`src/rtl/regfile_pkg.sv`:
```
// Shared constants and helpers for the multi-port register file.
package regfile_pkg;

  localparam int DEF_ADDR_WIDTH = 5;
  localparam int DEF_DATA_WIDTH = 64;

  // Index of the hardwired-zero register.
  localparam int REG_ZERO = 0;

  // Bit offset of port k inside a packed multi-port bus of per-port width w.
  function automatic int port_lsb(input int k, input int w);
    return k * w;
  endfunction

endpackage

```
`src/rtl/regfile_scoreboard.sv`:
```
// Per-register busy scoreboard: allocation sets a bit, writeback clears it,
// allocation wins over a same-cycle writeback, and x0 is never busy.
module regfile_scoreboard
  import regfile_pkg::*;
#(
  parameter int ADDR_WIDTH = DEF_ADDR_WIDTH,
  parameter int NW         = 1
) (
  input  logic                         clk,
  input  logic                         rst,
  input  logic                         alloc_en,
  input  logic [ADDR_WIDTH-1:0]        alloc_addr,
  input  logic [NW-1:0]                wr_en,
  input  logic [NW*ADDR_WIDTH-1:0]     wr_addr,
  output logic [(2**ADDR_WIDTH)-1:0]   busy,
  output logic [(2**ADDR_WIDTH)-1:0]   clr_mask
);

  logic [(2**ADDR_WIDTH)-1:0] set_mask;
  logic [(2**ADDR_WIDTH)-1:0] hit_mask;

  // Decode this cycle's allocation and writeback hits; a hit only clears a
  // bit when no new producer is allocated to the same register.
  always_comb begin
    set_mask = '0;
    hit_mask = '0;
    if (alloc_en) begin
      set_mask[alloc_addr] = 1'b1;
    end
    for (int w = 0; w < NW; w++) begin
      if (wr_en[w]) begin
        hit_mask[wr_addr[port_lsb(w, ADDR_WIDTH) +: ADDR_WIDTH]] = 1'b1;
      end
    end
    set_mask[REG_ZERO] = 1'b0;
    hit_mask[REG_ZERO] = 1'b0;
    clr_mask = hit_mask & ~set_mask;
  end

  // Busy state: set has priority, then clear, else hold.
  always_ff @(posedge clk or posedge rst) begin
    if (rst) begin
      busy <= '0;
    end else begin
      busy <= set_mask | (busy & ~clr_mask);
    end
  end

endmodule

```
`src/rtl/regfile_mp.sv`:
```
// Multi-port integer register file with optional write-to-read bypass and a
// busy scoreboard. x0 reads as zero and ignores writes.
// Optional simulation trace: define REGFILE_TRACE_EN to print value and
// busy-bit changes; synthesised logic is the same either way.
module regfile_mp
  import regfile_pkg::*;
#(
  parameter int ADDR_WIDTH = DEF_ADDR_WIDTH,
  parameter int DATA_WIDTH = DEF_DATA_WIDTH,
  parameter int NR         = 2,
  parameter int NW         = 1,
  parameter int BYPASS     = 1
) (
  input  logic                         clk,
  input  logic                         rst,
  input  logic [NR*ADDR_WIDTH-1:0]     rd_addr,
  output logic [NR*DATA_WIDTH-1:0]     rd_data,
  output logic [NR-1:0]                rd_busy,
  input  logic [NW-1:0]                wr_en,
  input  logic [NW*ADDR_WIDTH-1:0]     wr_addr,
  input  logic [NW*DATA_WIDTH-1:0]     wr_data,
  input  logic                         alloc_en,
  input  logic [ADDR_WIDTH-1:0]        alloc_addr,
  output logic [(2**ADDR_WIDTH)-1:0]   busy
);

  localparam int DEPTH = 2 ** ADDR_WIDTH;
  localparam logic [ADDR_WIDTH-1:0] ZERO_IDX = ADDR_WIDTH'(REG_ZERO);

  logic [DATA_WIDTH-1:0] rf [DEPTH];
  logic [DEPTH-1:0]      clr_mask;

  logic [ADDR_WIDTH-1:0] wa [NW];
  logic [DATA_WIDTH-1:0] wd [NW];
  logic [ADDR_WIDTH-1:0] ra [NR];
  logic [DATA_WIDTH-1:0] rd_word [NR];
  logic                  rd_bsy  [NR];

  for (genvar w = 0; w < NW; w++) begin : g_wr_unpack
    assign wa[w] = wr_addr[port_lsb(w, ADDR_WIDTH) +: ADDR_WIDTH];
    assign wd[w] = wr_data[port_lsb(w, DATA_WIDTH) +: DATA_WIDTH];
  end

  for (genvar k = 0; k < NR; k++) begin : g_rd_pack
    assign ra[k] = rd_addr[port_lsb(k, ADDR_WIDTH) +: ADDR_WIDTH];
    assign rd_data[port_lsb(k, DATA_WIDTH) +: DATA_WIDTH] = rd_word[k];
    assign rd_busy[k] = rd_bsy[k];
  end

  regfile_scoreboard #(
    .ADDR_WIDTH (ADDR_WIDTH),
    .NW         (NW)
  ) u_scoreboard (
    .clk        (clk),
    .rst        (rst),
    .alloc_en   (alloc_en),
    .alloc_addr (alloc_addr),
    .wr_en      (wr_en),
    .wr_addr    (wr_addr),
    .busy       (busy),
    .clr_mask   (clr_mask)
  );

  // Register array; ports are applied in ascending order so the
  // highest-numbered port wins a same-index collision.
  always_ff @(posedge clk or posedge rst) begin
    if (rst) begin
      for (int i = 0; i < DEPTH; i++) begin
        rf[i] <= '0;
      end
    end else begin
      for (int w = 0; w < NW; w++) begin
        if (wr_en[w] && (wa[w] != ZERO_IDX)) begin
          rf[wa[w]] <= wd[w];
        end
      end
    end
  end

  // Read muxing: array contents, optionally overridden by the winning
  // same-cycle write; x0 and an asserted reset force zero.
  always_comb begin
    for (int k = 0; k < NR; k++) begin
      rd_word[k] = rf[ra[k]];
      rd_bsy[k]  = busy[ra[k]];
      if (BYPASS != 0) begin
        for (int w = 0; w < NW; w++) begin
          if (wr_en[w] && (wa[w] == ra[k])) begin
            rd_word[k] = wd[w];
          end
        end
        rd_bsy[k] = busy[ra[k]] & ~clr_mask[ra[k]];
      end
      if (rst || (ra[k] == ZERO_IDX)) begin
        rd_word[k] = '0;
        rd_bsy[k]  = 1'b0;
      end
    end
  end

`ifdef REGFILE_TRACE_EN
  logic [DATA_WIDTH-1:0] shadow_rf [DEPTH];
  logic [DEPTH-1:0]      shadow_busy;

  // Trace register value changes caused by each edge's writes.
  always @(posedge clk or posedge rst) begin
    if (rst) begin
      for (int i = 0; i < DEPTH; i++) begin
        shadow_rf[i] = '0;
      end
    end else if (|wr_en) begin
      for (int i = 1; i < DEPTH; i++) begin
        logic [DATA_WIDTH-1:0] nv;
        nv = shadow_rf[i];
        for (int w = 0; w < NW; w++) begin
          if (wr_en[w] && (wa[w] == ADDR_WIDTH'(i))) begin
            nv = wd[w];
          end
        end
        if (nv != shadow_rf[i]) begin
          $display("x%0d changed, from 0x%0h(%0d) to 0x%0h(%0d)", i,
                   shadow_rf[i], $signed(shadow_rf[i]), nv, $signed(nv));
        end
        shadow_rf[i] = nv;
      end
    end
  end

  // Trace every busy-bit transition.
  always @(busy) begin
    for (int i = 0; i < DEPTH; i++) begin
      if (busy[i] != shadow_busy[i]) begin
        $display("x%0d busy %0d", i, busy[i]);
      end
    end
    shadow_busy = busy;
  end
`endif

endmodule

```
`config.mk`:
```
export PLATFORM = sky130hd
export DESIGN_NAME = regfile_mp
export DESIGN_NICKNAME = d
export VERILOG_FILES = /design/src/rtl/regfile_pkg.sv /design/src/rtl/regfile_scoreboard.sv /design/src/rtl/regfile_mp.sv
export SDC_FILE = /design/constraint.sdc
export NUM_CORES = 2
export LEC_CHECK = 0
export CORE_MARGIN = 2
export CORE_UTILIZATION = 61
export DETAILED_ROUTE_END_ITERATION = 6
export PLACE_DENSITY = 0.77
export SETUP_SLACK_MARGIN = 0.02
export SKIP_CTS_REPAIR_TIMING = 1
export SLEW_MARGIN = 40
export SYNTH_ARGS = -nofsm -noshare
export SYNTH_HDL_FRONTEND = slang
export SYNTH_SLANG_ARGS = --single-unit
```
`constraint.sdc`:
```
create_clock -name clk -period 106.3 [get_ports clk]
set_clock_uncertainty 0.15 [all_clocks]
set_input_delay 21.26 -clock clk [delete_from_list [all_inputs] [get_ports clk]]
set_output_delay 21.26 -clock clk [all_outputs]
set_load 0.02 [all_outputs]
```
==> reports/results.txt <==
result of the run: finished, violations left
violations in the final reports: DRC
LEAKAGE: 53.0 nW
post-detailed-route via-to-cell ratio: 7.27
Final Hold Vio Count: 0
number of buffers between clock root and the deepest sink: 3
Remaining Overflow, GRT: 0
cell row count: 157
final setup violation count: 0
synth warn: 0
library cells used by synthesis: 63
ys flop type: sky130_fd_sc_hd__dfrtp_1
synthesized area per cell: 15.1 um^2
CP Launch Type: primary input
Pre-Repair DR Iteration Count: 7
count of buffers from port buffering: 248
sw power: 0.632 mW
total clock buffers created by CTS: 215
Seq/Total Area, Yosys: 46.4%
share of final-layout standard cells stronger than drive strength 1: 51.4%
clock power share: 34.2%
Syn Inst Count: 7,442
Flop pwr share: 44.9%
worst setup path category: primary input to primary output
Worst-path clk slew: 60 ps
Horiz. Die Dim: 433 um
Clock Sinks: 2,079
via count of the first global-routing pass: 74,500
setup repair after global routing missed its margin: no
length in cells of the worst reg-to-reg path: 1
Initial Util: 61.4%
CTS tree: done
total negative slack for setup checks: 0 ps
Yosys reg bits: 2,079
count of non-filler cells in the finished layout: 9,870
GRT Util Overall: 37.1%
CP cell instances: buf_8, buf_6, buf_4, buf_6, buf_4, mux4_2, nor2b_1, a211oi_1, a21oi_1, a32o_1, clkdlybuf4s50_1
Worst path slowest cell: sky130_fd_sc_hd__buf_4
Post-Synth Adder-Cell Area: 0%
hold wc startpoint: rf[2012]
critical path fanouts, max: 62
share of the cycle needed by the critical path after routing: 45.3%
maximum number of pins on one net before global-route repair: 164
simple logic cell fraction of the synthesized area: 2.67%
FFs w/ async S/R, synth: 100%
fraction of power spent switching nets: 26.9%
Iter 0 DRT Violations: 8,313
Cell Area, Synth: 112,000 um^2
xor and xnor area share after synthesis: 0.0781%
share of synthesized area spent on multiplexers: 44.4%
internal power of the cells: 1.71 mW
Die ar.: 187,000 um^2
DR WL/cell: 34.7 um
final core utilization: 67.7%
endpoint class of the critical path: primary output
P&R area growth vs syn: 10.3%
delay of the slowest cell on the worst path: 720 ps
Final Critical Period: 48,140 ps
largest family of logic cells by synthesized area: multiplexers
most common cell after layout, fill and taps aside: sky130_fd_sc_hd__dfrtp_1
worst path setup slack after routing: 58,160 ps
Worst R2R Start: u_scoreboard.busy[18]
peak supply drop: 0.0147 mV
number of placed instances with taps included: 9,443
placement-stage worst setup slack: 57,980 ps
Hold Path Class: flip-flop to flip-flop
# IOs: 250
DR DRC count: 3
floorplan die height: 433 um
count of flip-flops with a built-in enable after synthesis: 0
wire length of the first global-routing pass: 505,000 um
Post-Synthesis Net Count: 7,530
RD Place Congestion: 0.927
remaining antenna violation count: 0
worst-margin pin slew: 1000 ps
reported max-cap violation count: 0
achievable clock frequency: 20.8 MHz
hold worst-path end: rf[2012]
r2r setup slk: 105,330 ps
cell class contributing the biggest share of worst-path delay: buffers and inverters
capture instance of the worst register-to-register path: u_scoreboard.busy[18]
Worst Path Arrival: 26,730 ps
number of antenna violations at the first check in global routing: 26
Cells on Worst Hold Path: 0
total half-perimeter wirelength after legalization and detailed placement: 185,000 um
most used cells in the layout excluding fill and tap cells: sky130_fd_sc_hd__dfrtp_1 (2,079), sky130_fd_sc_hd__mux2_2 (2,037), sky130_fd_sc_hd__mux4_2 (1,104), sky130_fd_sc_hd__nand2_1 (351), sky130_fd_sc_hd__clkbuf_16 (220)
Cell Pwr Density: 19.0 nW/um^2
Relative slew margins: 33.2%
worst hold-check slack: 244 ps
Req. time, crit path: 84,890 ps
Total Routed Length: 342,000 um
source-to-sink clock delay at the later pin of the worst-skew pair: 870 ps
H-tree level count: 4
final slew viol count: 0
via count of the routed design: 71,700
Combinational Power Share: 20.9%
compound-cell area share of the yosys netlist: 3.11%
net count of the finished layout: 7,290
core region area: 183,000 um^2
Buffers & Inverters on Critical Path: 6
cell chosen for the clock root: sky130_fd_sc_hd__clkbuf_16
## layer usage
layer	share of wire (%)	vias up	routed length [um]	track usage, %
met5	0.016	-	55	0
met4	6.9	8	23600	22.6
met3	8.7	1111	29700	7.91
met2	48	3821	163000	58.3
met1	37	38600	126000	47.7
li1	-	28200	-	-
## state kept, by name, summed over array words and instances, names as in the netlist
| name | count |
|---|---|
| u_scoreboard.busy | 31 |
| rf | 2048 |
## power by group through the flow
stage	sequential, mW	combinational (mW)	clock, mW
after floorplan	1.04	0.385	0
after global placement	1.05	0.473	0
after detailed placement	1.06	0.488	0
after CTS	1.05	0.490	0.808
after global routing	1.07	0.522	0.841
final	1.05	0.491	0.802
## worst max path at each step
stage,to,slack (ps),depth (start not counted),startpoint
after global routing,rd_data[45],57750,11,rd_addr[0]
after floorplan,rd_data[100],13900,6,rst
after CTS,rd_data[45],57970,11,rd_addr[0]
after detailed placement,rd_data[43],57980,11,rd_addr[0]
final,rd_data[45],58160,11,rd_addr[0]
after global placement,rd_data[50],57670,11,rd_addr[0]
## Yosys cell counts (all sizes together) (4+ instances only)
cell type | instances | area, um^2
nor2b | 149 | 932
mux4 | 1104 | 24900
a31oi | 4 | 25.0
a22oi | 4 | 30.0
dfrtp | 2079 | 52000
o41ai | 9 | 86.3
or2 | 7 | 43.8
clkbuf | 481 | 1810
a22o | 9 | 78.8
and2 | 5 | 31.3
buf | 401 | 2030
nand2 | 362 | 1360
xor2 | 8 | 70.1
a21oi | 132 | 661
nand4b | 5 | 43.8
a32o | 66 | 661
a21o | 5 | 37.5
a2111oi | 6 | 52.6
mux2i | 195 | 1950
o211ai | 15 | 113
nand4 | 7 | 43.8
o22ai | 59 | 369
mux2 | 2038 | 22900
o31ai | 58 | 435
a211oi | 85 | 638
nand3 | 9 | 45.0
nand2b | 19 | 119
o21ai | 37 | 185
nor4b | 4 | 41.3
nor2 | 41 | 154
## kinds of logic (layout without fill, tap and decap cells)
group,Yosys count,in the layout
mux,3337,3337
compound gates,501,501
other cells,1,21
simple gates,629,629
xor+xnor,10,10
flops,2079,2079
buf+inv,885,829
## metrics by stage
stage               area (um^2)  power, mW
floorplan                112000       1.42
detailed placement       116000       1.55
global placement         116000       1.52
global route             124000       2.43
CTS                      124000       2.35
finish                   124000       2.35
## area by class of cell
cell class	instances	area [um^2]
Antenna cell	20	50.0
Inverter	3	18.8
Timing Repair Buffer	425	4350
Tap cell	2464	3080
Multi-Input combinational cell	4478	56700
Clock buffer	317	6400
Fill cell	12300	59100
Clock inverter	84	1110
Sequential cell	2079	52000
Note: power is estimated with default switching activity, not from simulation.
